## src/rtl/alarm_pkg.sv

```systemverilog
`default_nettype none
// ============================================================================
//  Module      : alarm_pkg
//  Description : Shared constants, time type and FSM encoding for the
//                multi-slot alarm scheduler.
//  Revision    : 1.0 - initial release
// ============================================================================
package alarm_pkg;

    localparam int MIN_MAX   = 59;
    localparam int HOUR_MAX  = 23;
    localparam int SENT_MIN  = 63;
    localparam int SENT_HOUR = 31;

    typedef struct packed {
        logic [4:0] hour;
        logic [5:0] min;
    } alarm_time_t;

    // Sentinel time that can never match a legal counter value
    localparam alarm_time_t SENT_TIME = {5'(SENT_HOUR), 6'(SENT_MIN)};

    typedef enum logic [0:0] {
        IDLE = 1'b0,
        RING = 1'b1
    } alarm_state_e;

endpackage : alarm_pkg
`default_nettype wire

```

## src/rtl/alarm_time_add.sv

```systemverilog
`default_nettype none
// ============================================================================
//  Module      : alarm_time_add
//  Description : Combinational hh:mm + ADD_MIN minutes, wrapping 23:59 -> 00:00.
//                Inputs are assumed to be a legal time of day.
//  Revision    : 1.0 - initial release
// ============================================================================
module alarm_time_add
    import alarm_pkg::*;
#(
    parameter int ADD_MIN = 10
) (
    input  alarm_time_t t_i,
    output alarm_time_t t_o
);

    logic [6:0] w_min_sum;
    logic       w_carry;

    // Minute addition with at most one hour of carry, hour wraps at midnight
    always_comb begin
        w_min_sum = {1'b0, t_i.min} + 7'(ADD_MIN);
        w_carry   = (w_min_sum > 7'(MIN_MAX));
        t_o.min   = w_carry ? 6'(w_min_sum - 7'd60) : w_min_sum[5:0];
        if (!w_carry) begin
            t_o.hour = t_i.hour;
        end else if (t_i.hour >= 5'(HOUR_MAX)) begin
            t_o.hour = '0;
        end else begin
            t_o.hour = t_i.hour + 5'd1;
        end
    end

endmodule : alarm_time_add
`default_nettype wire

```

## src/rtl/alarm_scheduler.sv

```systemverilog
`default_nettype none
// ============================================================================
//  Module      : alarm_scheduler
//  Description : NUM_ALARMS daily alarm slots compared against the hh:mm
//                counter on every minute change. Lowest pending slot wins the
//                single ringer; handles stop, ring timeout and (optionally)
//                snooze. Snooze support is built only when the macro
//                ALARM_SNOOZE_EN is defined.
//  Revision    : 1.0 - initial release
// ============================================================================
module alarm_scheduler
    import alarm_pkg::*;
#(
    parameter int NUM_ALARMS   = 4,
    parameter int SNOOZE_MIN   = 10,
    parameter int RING_MINUTES = 5,
    localparam int SW = (NUM_ALARMS > 1) ? $clog2(NUM_ALARMS) : 1
) (
    input  logic          clock,
    input  logic          reset,
    input  logic [5:0]    minute_counter,
    input  logic [4:0]    ore_counter,
    input  logic          load,
    input  logic [SW-1:0] slot_sel,
    input  logic          arm,
    input  logic [5:0]    minute_setare,
    input  logic [4:0]    ore_setare,
    input  logic          stop,
    input  logic          snooze,
    output logic          semnal,
    output logic [SW-1:0] active_slot,
    output logic          pending_any
);

    // ------------------------------------------------------------------------
    // Minute tick detection
    // ------------------------------------------------------------------------
    alarm_time_t w_now;
    alarm_time_t prev_q;
    logic        w_tick;

    assign w_now  = {ore_counter, minute_counter};
    assign w_tick = (w_now != prev_q);

    // Previous counter sample; sentinel reset makes the first sample a tick
    always_ff @(posedge clock) begin
        if (reset) begin
            prev_q <= SENT_TIME;
        end else begin
            prev_q <= w_now;
        end
    end

    // ------------------------------------------------------------------------
    // Load decode
    // ------------------------------------------------------------------------
    logic                  w_load_valid;
    alarm_time_t           w_load_time;
    logic [NUM_ALARMS-1:0] w_load_vec;

    assign w_load_valid = arm && (ore_setare <= 5'(HOUR_MAX))
                              && (minute_setare <= 6'(MIN_MAX));
    assign w_load_time  = {ore_setare, minute_setare};

    // One-hot slot write strobe
    always_comb begin
        w_load_vec = '0;
        for (int i = 0; i < NUM_ALARMS; i++) begin
            if (load && (slot_sel == SW'(i))) begin
                w_load_vec[i] = 1'b1;
            end
        end
    end

    // ------------------------------------------------------------------------
    // Ring control signals
    // ------------------------------------------------------------------------
    alarm_state_e          state_q;
    alarm_state_e          state_d;
    logic [SW-1:0]         active_q;
    logic [3:0]            ring_cnt_q;
    logic                  pending_any_q;
    logic [NUM_ALARMS-1:0] armed_q;
    logic [NUM_ALARMS-1:0] armed_d;
    logic [NUM_ALARMS-1:0] pending_q;
    logic [NUM_ALARMS-1:0] pending_d;
    alarm_time_t           alm_q [NUM_ALARMS];
    alarm_time_t           alm_d [NUM_ALARMS];

    logic                  w_ringing;
    logic                  w_timeout;
    logic                  w_dismiss;
    logic                  w_snooze_take;
    logic                  w_active_loaded;
    logic [NUM_ALARMS-1:0] w_act_vec;
    logic [NUM_ALARMS-1:0] w_end_vec;
    logic [NUM_ALARMS-1:0] w_pend_eff;
    logic [NUM_ALARMS-1:0] w_alarm_hit;
    logic [NUM_ALARMS-1:0] w_snz_hit;
    logic [SW-1:0]         w_first;
    alarm_time_t           w_snz_sum;

    assign w_ringing       = (state_q == RING);
    assign w_timeout       = w_ringing && w_tick
                             && (ring_cnt_q == 4'(RING_MINUTES - 1));
    // stop and timeout share the same dismiss path; either beats snooze
    assign w_dismiss       = w_ringing && (stop || w_timeout);
    assign w_active_loaded = w_ringing && (|(w_load_vec & w_act_vec));
    assign w_end_vec       = w_act_vec & {NUM_ALARMS{w_dismiss || w_snooze_take}};
    // A slot being reloaded this cycle is not eligible to start ringing
    assign w_pend_eff      = pending_q & ~w_load_vec;

    // Active slot one-hot, alarm matches and lowest-index pending slot
    always_comb begin
        w_act_vec   = '0;
        w_alarm_hit = '0;
        w_first     = '0;
        for (int i = 0; i < NUM_ALARMS; i++) begin
            w_act_vec[i]   = (active_q == SW'(i));
            w_alarm_hit[i] = armed_q[i] && (alm_q[i] == w_now);
        end
        for (int i = NUM_ALARMS - 1; i >= 0; i--) begin
            if (w_pend_eff[i]) begin
                w_first = SW'(i);
            end
        end
    end

    alarm_time_add #(
        .ADD_MIN (SNOOZE_MIN)
    ) u_snz_add (
        .t_i (w_now),
        .t_o (w_snz_sum)
    );

    // ------------------------------------------------------------------------
    // Snooze bookkeeping
    // ------------------------------------------------------------------------
`ifdef ALARM_SNOOZE_EN
    logic [NUM_ALARMS-1:0] snz_active_q;
    logic [NUM_ALARMS-1:0] snz_active_d;
    alarm_time_t           snz_time_q [NUM_ALARMS];
    alarm_time_t           snz_time_d [NUM_ALARMS];

    assign w_snooze_take = w_ringing && snooze && !w_dismiss;

    // Snooze hit detection and per-slot snooze next state
    always_comb begin
        w_snz_hit    = '0;
        snz_active_d = snz_active_q;
        snz_time_d   = snz_time_q;
        for (int i = 0; i < NUM_ALARMS; i++) begin
            w_snz_hit[i] = snz_active_q[i] && (snz_time_q[i] == w_now);
            if (w_load_vec[i]) begin
                snz_active_d[i] = 1'b0;
            end else if (w_snooze_take && w_act_vec[i]) begin
                snz_active_d[i] = 1'b1;
                snz_time_d[i]   = w_snz_sum;
            end else if (w_tick && w_snz_hit[i]) begin
                snz_active_d[i] = 1'b0;
            end
        end
    end

    // Snooze state registers
    always_ff @(posedge clock) begin
        if (reset) begin
            snz_active_q <= '0;
            for (int i = 0; i < NUM_ALARMS; i++) begin
                snz_time_q[i] <= SENT_TIME;
            end
        end else begin
            snz_active_q <= snz_active_d;
            snz_time_q   <= snz_time_d;
        end
    end
`else
    logic [11:0] w_unused_snz;

    assign w_snooze_take = 1'b0;
    assign w_snz_hit     = '0;
    assign w_unused_snz  = {snooze, w_snz_sum};
`endif

    // ------------------------------------------------------------------------
    // Slot state: load has priority, then ring end, then a new match
    // ------------------------------------------------------------------------
    // Per-slot next state
    always_comb begin
        armed_d   = armed_q;
        alm_d     = alm_q;
        pending_d = pending_q;
        for (int i = 0; i < NUM_ALARMS; i++) begin
            if (w_load_vec[i]) begin
                armed_d[i]   = w_load_valid;
                alm_d[i]     = w_load_valid ? w_load_time : SENT_TIME;
                pending_d[i] = 1'b0;
            end else if (w_end_vec[i]) begin
                pending_d[i] = 1'b0;
            end else if (w_tick && (w_alarm_hit[i] || w_snz_hit[i])) begin
                pending_d[i] = 1'b1;
            end
        end
    end

    // Per-slot registers
    always_ff @(posedge clock) begin
        if (reset) begin
            armed_q   <= '0;
            pending_q <= '0;
            for (int i = 0; i < NUM_ALARMS; i++) begin
                alm_q[i] <= SENT_TIME;
            end
        end else begin
            armed_q   <= armed_d;
            pending_q <= pending_d;
            alm_q     <= alm_d;
        end
    end

    // ------------------------------------------------------------------------
    // Ring FSM
    // ------------------------------------------------------------------------
    // State register
    always_ff @(posedge clock) begin
        if (reset) begin
            state_q <= IDLE;
        end else begin
            state_q <= state_d;
        end
    end

    // Next-state logic
    always_comb begin
        state_d = state_q;
        case (state_q)
            IDLE: begin
                if (|w_pend_eff) begin
                    state_d = RING;
                end
            end
            RING: begin
                if (w_dismiss || w_snooze_take || w_active_loaded) begin
                    state_d = IDLE;
                end
            end
            default: state_d = IDLE;
        endcase
    end

    // Active slot latch on RING entry and per-tick ring duration counter
    always_ff @(posedge clock) begin
        if (reset) begin
            active_q   <= '0;
            ring_cnt_q <= '0;
        end else if (state_q == IDLE) begin
            if (|w_pend_eff) begin
                active_q   <= w_first;
                ring_cnt_q <= '0;
            end
        end else if (w_tick) begin
            ring_cnt_q <= ring_cnt_q + 4'd1;
        end
    end

    // Registered summary of pending slots
    always_ff @(posedge clock) begin
        if (reset) begin
            pending_any_q <= 1'b0;
        end else begin
            pending_any_q <= |pending_q;
        end
    end

    // Output decode
    always_comb begin
        semnal      = (state_q == RING);
        active_slot = (state_q == RING) ? active_q : '0;
        pending_any = pending_any_q;
    end

endmodule : alarm_scheduler
`default_nettype wire

```

## config.mk

```make
export PLATFORM = sky130hd
export DESIGN_NAME = alarm_scheduler
export DESIGN_NICKNAME = d
export VERILOG_FILES = /design/src/rtl/alarm_pkg.sv /design/src/rtl/alarm_time_add.sv /design/src/rtl/alarm_scheduler.sv
export SDC_FILE = /design/constraint.sdc
export NUM_CORES = 1
export LEC_CHECK = 0
export ABC_CLOCK_PERIOD_IN_PS = 2290
export CAP_MARGIN = 20
export CORE_ASPECT_RATIO = 0.9
export CORE_UTILIZATION = 45
export CTS_CLUSTER_DIAMETER = 30
export DETAILED_ROUTE_END_ITERATION = 16
export GPL_TIMING_DRIVEN = 1
export PLACE_DENSITY = 0.66
export SYNTH_ARGS = -nofsm -noshare
export SYNTH_HDL_FRONTEND = slang
export SYNTH_HIERARCHICAL = 1
export SYNTH_SLANG_ARGS = --single-unit
```

## constraint.sdc

```tcl
create_clock -name clock -period 2.29 [get_ports clock]
set_input_delay 0.687 -clock clock [delete_from_list [all_inputs] [get_ports clock]]
set_output_delay 0.687 -clock clock [all_outputs]
set_load 0.02 [all_outputs]
```

After elaboration in Yosys (flattened, before gate mapping)
Cells that the tools add are included.

storage, ports and cells
  register bits = 71
  input bits = 30
  output and inout port bits = 4
  logic and storage cells = 91

cells by class
  add/subtract/negate cells = 1
  $lt $le $gt $ge = 2
  equal/unequal tests = 13
  multiplexer cells = 16
  bitwise gates (word level) = 5
  reduce and logical (&&, ||, !) cells = 32

operator list
  cell                                                             count
  11-bit == test                                                   4
  1-bit logical AND                                                18
  4-bit bitwise AND                                                3
  4-bit two-way mux                                                3
  3-bit OR reduction                                               4
  4-bit OR reduction                                               3
  11-bit two-way mux                                               1
  11-bit != test                                                   1
  2-bit two-way mux                                                5
  2-bit == test, second input constant                             4
  6-bit <= comparator, second input constant                       1
  1-bit two-way mux                                                6
  5-bit <= comparator, second input constant                       1
  4-bit by 1-bit adder with 4-bit output, second input constant    1
  2-bit by 1-bit == test with 1-bit output, second input constant  2
  4-bit by 3-bit == test with 1-bit output, second input constant  1
  2-bit logical NOT                                                2
  4-bit inverter                                                   1
  2-bit AND reduction                                              2
  1-bit logical OR                                                 2
  2-bit != test, second input constant                             1
  1-bit case mux with 2 select lines                               1
  2-bit nonzero test                                               1
  1-bit inverter                                                   1

Longest topological paths before layout
Gate-level depths: netlist of the first run.

  depth in word-level cells = 9
  mapped depth = 6
  depth with buffers taken out = 5

Least setup slack after synthesis of the first run
No wires, ideal clock.

  kind = input -> register
  from = input port slot_sel[0]
  to = register active_q[0]
  library setup time = 0.126 ns
  arrival time = 1.934 ns
  required time = 2.164 ns
  slack = 0.230 ns
  cell stages on the path = 6
  buffers on the path = 1
  cells stage by stage = clkbuf_1 -> or4b_1 -> a32o_1 -> nor2_4 -> mux2i_1 -> nor2_1

between the ends
  word-level cells in the longest chain between the ends = 9
  elaborated cells between the ends (all ways) = 20
  those cells by class = 3 x eq/ne; 8 x mux; 2 x bitwise; 7 x reduce/logical

ends and longest elaborated chain
  what                            RTL line                source
  start, declared                 alarm_scheduler.sv:24   input logic [SW-1:0] slot_sel,
  2-bit == test                   alarm_scheduler.sv:69   if (load && (slot_sel == SW'(i))) begin
  1-bit logical AND               alarm_scheduler.sv:69
  1-bit two-way mux               alarm_scheduler.sv:69
  4-bit inverter (*)              alarm_scheduler.sv:111  assign w_pend_eff = pending_q & ~w_load_vec;
  4-bit bitwise AND (*)           alarm_scheduler.sv:111
  2-bit two-way mux (4 in a row)  alarm_scheduler.sv:123  if (w_pend_eff[i]) begin
  end signal, assigned            alarm_scheduler.sv:258  active_q <= w_first;
  end, declared                   alarm_scheduler.sv:80   logic [SW-1:0] active_q;

Every way passes the cells marked *; elsewhere a longest branch is shown, timed or not.
A chain may end at the register's enable or synchronous reset.

Worst setup path in the final report of the first run
  from = register state_q, in the netlist semnal
  to = output port semnal

RTL lines
  what                    RTL line                source
  start, declared         alarm_scheduler.sv:78   alarm_state_e state_q;
  start signal, assigned  alarm_scheduler.sv:229  state_q <= state_d;
  end, declared           alarm_scheduler.sv:30   output logic semnal,

No word-level cell between the ends.

==> report_table.html, run 1 <==
<table>
<tr><th>Metric</th><th>Value</th></tr>
<tr><th colspan="2">Status</th></tr>
<tr><td>Outcome</td><td>finished clean</td></tr>
<tr><th colspan="2">Worst hold path</th></tr>
<tr><td>Path category of the worst min-delay check</td><td>flop to flop</td></tr>
<tr><td>Hold endpoint</td><td>ring_cnt_q[3]$_SDFFE_PP0P_</td></tr>
<tr><td>Hold path cells</td><td>1</td></tr>
<tr><td>Worst min-delay path startpoint</td><td>ring_cnt_q[3]$_SDFFE_PP0P_</td></tr>
<tr><th colspan="2">Clock tree</th></tr>
<tr><td>Clk slew on worst S/H paths</td><td>0.08 ns</td></tr>
<tr><td>Clk buf depth</td><td>2</td></tr>
<tr><td>Hold buffer count at cts</td><td>0</td></tr>
<tr><td>Clock H-tree levels</td><td>3</td></tr>
<tr><td>Clock root cell</td><td>sky130_fd_sc_hd__clkbuf_8</td></tr>
<tr><td>Clock tree from TritonCTS</td><td>built</td></tr>
<tr><td>Total number of clock tree sinks</td><td>71</td></tr>
<tr><td>Clock latency reported for the late side of the worst-skew pair</td><td>0.36 ns</td></tr>
<tr><td>Total CTS buffers</td><td>9</td></tr>
<tr><td>Total setup buffers inserted after CTS</td><td>0</td></tr>
<tr><th colspan="2">Synthesis</th></tr>
<tr><td>Predominant post-synthesis flop cell</td><td>sky130_fd_sc_hd__dfxtp_1</td></tr>
<tr><td>Instance count of the mapped netlist</td><td>361</td></tr>
<tr><td>Average cell area after synthesis</td><td>9.21 sq um</td></tr>
<tr><td>Cell types occupying the most area after synthesis</td><td>sky130_fd_sc_hd__dfxtp_1 (43%), sky130_fd_sc_hd__xnor2_1 (9.2%), sky130_fd_sc_hd__o211ai_1 (7.9%), sky130_fd_sc_hd__xor2_1 (5.8%), sky130_fd_sc_hd__nand2_1 (4.7%)</td></tr>
<tr><td>Dominant cell by count in the synthesized netlist</td><td>sky130_fd_sc_hd__dfxtp_1</td></tr>
<tr><td>FFs w/ async S/R, synth</td><td>0%</td></tr>
<tr><td>Top-area cell type share of the netlist area</td><td>42.8%</td></tr>
<tr><td>Flop and latch count out of synthesis</td><td>71</td></tr>
<tr><td>Post-synthesis sequential area ratio</td><td>42.8%</td></tr>
<tr><td>Cell types with the highest counts after synthesis</td><td>sky130_fd_sc_hd__dfxtp_1 (71), sky130_fd_sc_hd__nand2_1 (42), sky130_fd_sc_hd__o211ai_1 (35), sky130_fd_sc_hd__xnor2_1 (35), sky130_fd_sc_hd__nor2_1 (24)</td></tr>
<tr><td>Total nets after synthesis</td><td>393</td></tr>
<tr><td>Cell accounting for the most synthesized area</td><td>sky130_fd_sc_hd__dfxtp_1</td></tr>
<tr><td>Count of warnings emitted by yosys</td><td>6</td></tr>
<tr><td>EDFF count, synth</td><td>0</td></tr>
<tr><td>Cell variety after synth</td><td>49</td></tr>
<tr><td>Area of the mapped netlist</td><td>3320 sq um</td></tr>
<tr><th colspan="2">Power</th></tr>
<tr><td>Sequential share of power</td><td>49.0%</td></tr>
<tr><td>P_int</td><td>1.98 mW</td></tr>
<tr><td>Power share of the clock group</td><td>38.0%</td></tr>
<tr><td>Switching power of the nets</td><td>691 uW</td></tr>
<tr><td>Switching share of power</td><td>25.9%</td></tr>
<tr><td>Relative contribution of combinational cells to total power</td><td>13.0%</td></tr>
<tr><td>Static Leakage</td><td>1.67 nW</td></tr>
<tr><td>Total power</td><td>2.67 mW</td></tr>
<tr><td>Worst IR drop on VDD</td><td>0.479 mV</td></tr>
<tr><td>Power density normalized to cell area</td><td>653 nW/um^2</td></tr>
<tr><th colspan="2">Detailed routing</th></tr>
<tr><td>Mean routed wirelength per cell</td><td>15.6 um</td></tr>
<tr><td>Vias/cell</td><td>5.34</td></tr>
<tr><td>Number of design-rule violations left by the first detailed-router iteration</td><td>217</td></tr>
<tr><td>Post-route ant nets</td><td>0</td></tr>
<tr><td>Remaining DRCs</td><td>0</td></tr>
<tr><td>Routed via count</td><td>2727</td></tr>
<tr><td>Final Routed Wirelength</td><td>7.96 mm</td></tr>
<tr><td>Count of TritonRoute iterations in the first routing pass</td><td>5</td></tr>
<tr><th colspan="2">Global routing</th></tr>
<tr><td>Overall routing resource usage</td><td>22.1%</td></tr>
<tr><td>Largest net degree at the start of global routing</td><td>36</td></tr>
<tr><td>Total gr overflow</td><td>0</td></tr>
<tr><td>First-pass GRT wire length</td><td>12.9 mm</td></tr>
<tr><td>Initial antenna violation count</td><td>0</td></tr>
<tr><td>Number of global-route vias before repair</td><td>2595</td></tr>
<tr><th colspan="2">Die</th></tr>
<tr><td># IOs</td><td>34</td></tr>
<tr><td>Total number of placement rows</td><td>29</td></tr>
<tr><td>Initial standard-cell utilization of the core</td><td>46.7%</td></tr>
<tr><td>Height of the chip</td><td>83.5 um</td></tr>
<tr><td>Die W</td><td>92.6 um</td></tr>
<tr><td>Placeable core region</td><td>7110 sq um</td></tr>
<tr><td>Area of the die</td><td>7730 sq um</td></tr>
<tr><th colspan="2">Worst setup path</th></tr>
<tr><td>Worst flop-to-flop path startpoint</td><td>pending_q[1]$_SDFFE_PP0P_</td></tr>
<tr><td>Family with the most delay on the worst path</td><td>buffers and inverters</td></tr>
<tr><td>Largest incremental delay on the critical path</td><td>0.60 ns</td></tr>
<tr><td>Number of cells on the worst reg-to-reg path</td><td>5</td></tr>
<tr><td>Worst R2R End</td><td>active_q[0]$_SDFFE_PP0P_</td></tr>
<tr><td>Crit. Startpoint</td><td>semnal$_SDFF_PP0_</td></tr>
<tr><td>Minimum setup slack among reg-to-reg paths</td><td>0.59 ns</td></tr>
<tr><td>Cell with the biggest individual delay on the critical path</td><td>sky130_fd_sc_hd__clkdlybuf4s50_1</td></tr>
<tr><td>Critical path cell sequence</td><td>buf_4 -&gt; clkdlybuf4s50_1</td></tr>
<tr><td>Critical path class</td><td>flop to output port</td></tr>
<tr><td>Arrival time at the worst endpoint</td><td>1.54 ns</td></tr>
<tr><td>Startpoint type of the worst setup path</td><td>flop</td></tr>
<tr><td>Buf+Inv Stages, Crit Path</td><td>2</td></tr>
<tr><td>Kind of end point of the critical path</td><td>output port</td></tr>
<tr><td>Critical-path maximum fanout</td><td>7</td></tr>
<tr><td>Required @ worst endpoint</td><td>1.60 ns</td></tr>
<tr><th colspan="2">STA</th></tr>
<tr><td>Setup TNS</td><td>0 ns</td></tr>
<tr><td>Hold Worst Slack</td><td>0.466 ns</td></tr>
<tr><td>Rel. slew slack</td><td>68.5%</td></tr>
<tr><td>RSZ-0062 raised after global routing</td><td>no</td></tr>
<tr><td>Top achievable clock speed</td><td>450 MHz</td></tr>
<tr><td>Final critical delay including setup and external delays</td><td>2.22 ns</td></tr>
<tr><td>Slew Limit Fails</td><td>0</td></tr>
<tr><td>Total setup violations reported at the end of the flow</td><td>0</td></tr>
<tr><td>Final period utilization</td><td>97.1%</td></tr>
<tr><td>Hold violation total from the final report</td><td>0</td></tr>
<tr><td>Actual slew at the worst max-slew pin</td><td>0.466 ns</td></tr>
<tr><td>Worst clock skew on the final layout</td><td>0.00735 ns</td></tr>
<tr><th colspan="2">Finish</th></tr>
<tr><td>Fraction of layout cells with a size suffix above 1</td><td>18.7%</td></tr>
<tr><td>Diodes inserted</td><td>0</td></tr>
<tr><td>Net count, final</td><td>445</td></tr>
<tr><td>Filler-free cell count of the finished design</td><td>511</td></tr>
<tr><td>Final core utilization</td><td>57.5%</td></tr>
<tr><td>Growth of design area from synthesis to finish</td><td>23.2%</td></tr>
<tr><th colspan="2">Place</th></tr>
<tr><td>Count of input and output buffers</td><td>32</td></tr>
<tr><td>Post-detail-place hpwl</td><td>5.95 mm</td></tr>
<tr><td>Placed Instances</td><td>495</td></tr>
<tr><td>Routability congestion estimate</td><td>0.803</td></tr>
<tr><th colspan="2">Run</th></tr>
<tr><td># Max-Cap Violations</td><td>0</td></tr>
</table>
worst max path at each step:
stage	endpoint	cells after the start	slack, ns
4_1_cts	active_slot[1]	3	0.002
5_1_grt	pending_q[3]$_SDFFE_PP0P_	7	0.0002
6_report	semnal	2	0.07
3_5_place_dp	pending_q[0]$_SDFFE_PP0P_	6	-0.25
3_3_place_gp	pending_q[0]$_SDFFE_PP0P_	6	-0.27
2_1_floorplan	active_q[0]$_SDFFE_PP0P_	6	0.23
per-layer routing:
metal	track usage [%]	up-vias	share of wire (%)
li1	-	1359	-
met1	31.9	1292	50
met2	32.1	66	43
met3	5.65	10	5.5
met4	6.82	0	1.2
met5	0	-	0
worst reg2reg max path: stages, from the launching register on:
cell	delay, ns
sky130_fd_sc_hd__dfxtp_1	0.36
sky130_fd_sc_hd__or4b_1	0.53
sky130_fd_sc_hd__a32o_1	0.29
sky130_fd_sc_hd__nor2_4	0.17
sky130_fd_sc_hd__mux2i_1	0.20
sky130_fd_sc_hd__nor2_1	0.05
registers in the layout, summed over array words and instances (netlist names):
signal,cells
prev_q,11
semnal,1
alm_q,44
pending_any,1
ring_cnt_q,4
active_q,2
pending_q,4
armed_q,4
cells in the final DEF, fill, tap and decap left out, types with 2 or more instances in the layout:
master,netlist,final
sky130_fd_sc_hd__dlymetal6s2s_1,0,2
sky130_fd_sc_hd__nor4_1,5,5
sky130_fd_sc_hd__o22a_1,9,9
sky130_fd_sc_hd__and3_1,2,2
sky130_fd_sc_hd__a22oi_1,2,2
sky130_fd_sc_hd__a32oi_1,2,2
sky130_fd_sc_hd__a31oi_1,3,3
sky130_fd_sc_hd__clkinvlp_4,0,2
sky130_fd_sc_hd__o211ai_1,35,35
sky130_fd_sc_hd__clkdlybuf4s50_1,0,30
sky130_fd_sc_hd__a21oi_1,5,5
sky130_fd_sc_hd__a32o_1,2,2
sky130_fd_sc_hd__xnor2_1,35,35
sky130_fd_sc_hd__o21ai_0,2,2
sky130_fd_sc_hd__nor4_2,3,3
sky130_fd_sc_hd__nand4_1,10,10
sky130_fd_sc_hd__xor2_1,22,22
sky130_fd_sc_hd__nand3b_1,2,2
sky130_fd_sc_hd__inv_1,5,5
sky130_fd_sc_hd__nor3_1,3,3
sky130_fd_sc_hd__or2_2,11,11
sky130_fd_sc_hd__nand2_1,42,42
sky130_fd_sc_hd__nor2b_1,2,2
sky130_fd_sc_hd__buf_4,9,41
sky130_fd_sc_hd__ha_1,2,2
sky130_fd_sc_hd__clkbuf_8,0,10
sky130_fd_sc_hd__nand3_1,10,10
sky130_fd_sc_hd__clkinv_2,0,3
sky130_fd_sc_hd__nor2_1,24,24
sky130_fd_sc_hd__dfxtp_1,71,71
power groups by stage:
stage | Combinational, mW | Sequential (mW) | Clock, mW
3_5_place_dp | 0.347 | 1.34 | 0
6_report | 0.348 | 1.31 | 1.01
5_1_grt | 0.382 | 1.31 | 1.08
3_3_place_gp | 0.341 | 1.34 | 0
2_1_floorplan | 0.217 | 1.33 | 0
4_1_cts | 0.349 | 1.31 | 1.03
final cells by class:
cell class	count	area (sq um)
timing repair buffer	73	633
clock buffer	10	138
fill	657	3020
sequential	71	1420
clock inverter	6	60.1
multi-input combinational	252	1700
tap	93	116
inverter	6	22.5
cells by family (layout without fill, tap and decap cells):
kind of cell,Yosys count,after routing,synth area share (%)
simple gates,124,124,19.3
flops,71,71,42.8
compound gates,66,66,15.0
xor+xnor,58,58,15.5
buf+inv,38,95,6.02
fa+ha+maj,2,2,0.753
mux,2,2,0.640
timing repair:
item	CTS	global route
hold endpoints to repair	0	0
endpoints found under the setup margin	0	3
gates resized for setup	0	2
stage by stage:
step	worst slack (ns)	cell area, sq um
after floorplan	0.230	3320
after global placement	-0.271	3890
after detailed placement	-0.251	3890
after CTS	0.00161	4090
after global routing	0.000207	4090
final	0.0653	4090
(Power assumes the default switching activity.)
==> run 2: changes to the inputs <==
--- a/config.mk
+++ b/config.mk
@@ -6,11 +6,12 @@
 export NUM_CORES = 1
 export LEC_CHECK = 0
 export ABC_CLOCK_PERIOD_IN_PS = 2290
-export CAP_MARGIN = 20
+export CAP_MARGIN = 25
 export CORE_ASPECT_RATIO = 0.9
 export CORE_UTILIZATION = 45
 export CTS_CLUSTER_DIAMETER = 30
 export DETAILED_ROUTE_END_ITERATION = 16
+export GPL_ROUTABILITY_DRIVEN = 0
 export GPL_TIMING_DRIVEN = 1
 export PLACE_DENSITY = 0.66
 export SYNTH_ARGS = -nofsm -noshare
==> results of run 2 <==
The final DEF is identical to that of run 1; final timing and power are the same.
==> run 3: changes to the inputs <==
--- a/config.mk
+++ b/config.mk
@@ -14,6 +14,7 @@
 export GPL_ROUTABILITY_DRIVEN = 0
 export GPL_TIMING_DRIVEN = 1
 export PLACE_DENSITY = 0.66
+export SKIP_CTS_REPAIR_TIMING = 1
 export SYNTH_ARGS = -nofsm -noshare
 export SYNTH_HDL_FRONTEND = slang
 export SYNTH_HIERARCHICAL = 1
==> results of run 3 <==
The final DEF is identical to that of run 1; final timing and power are the same.
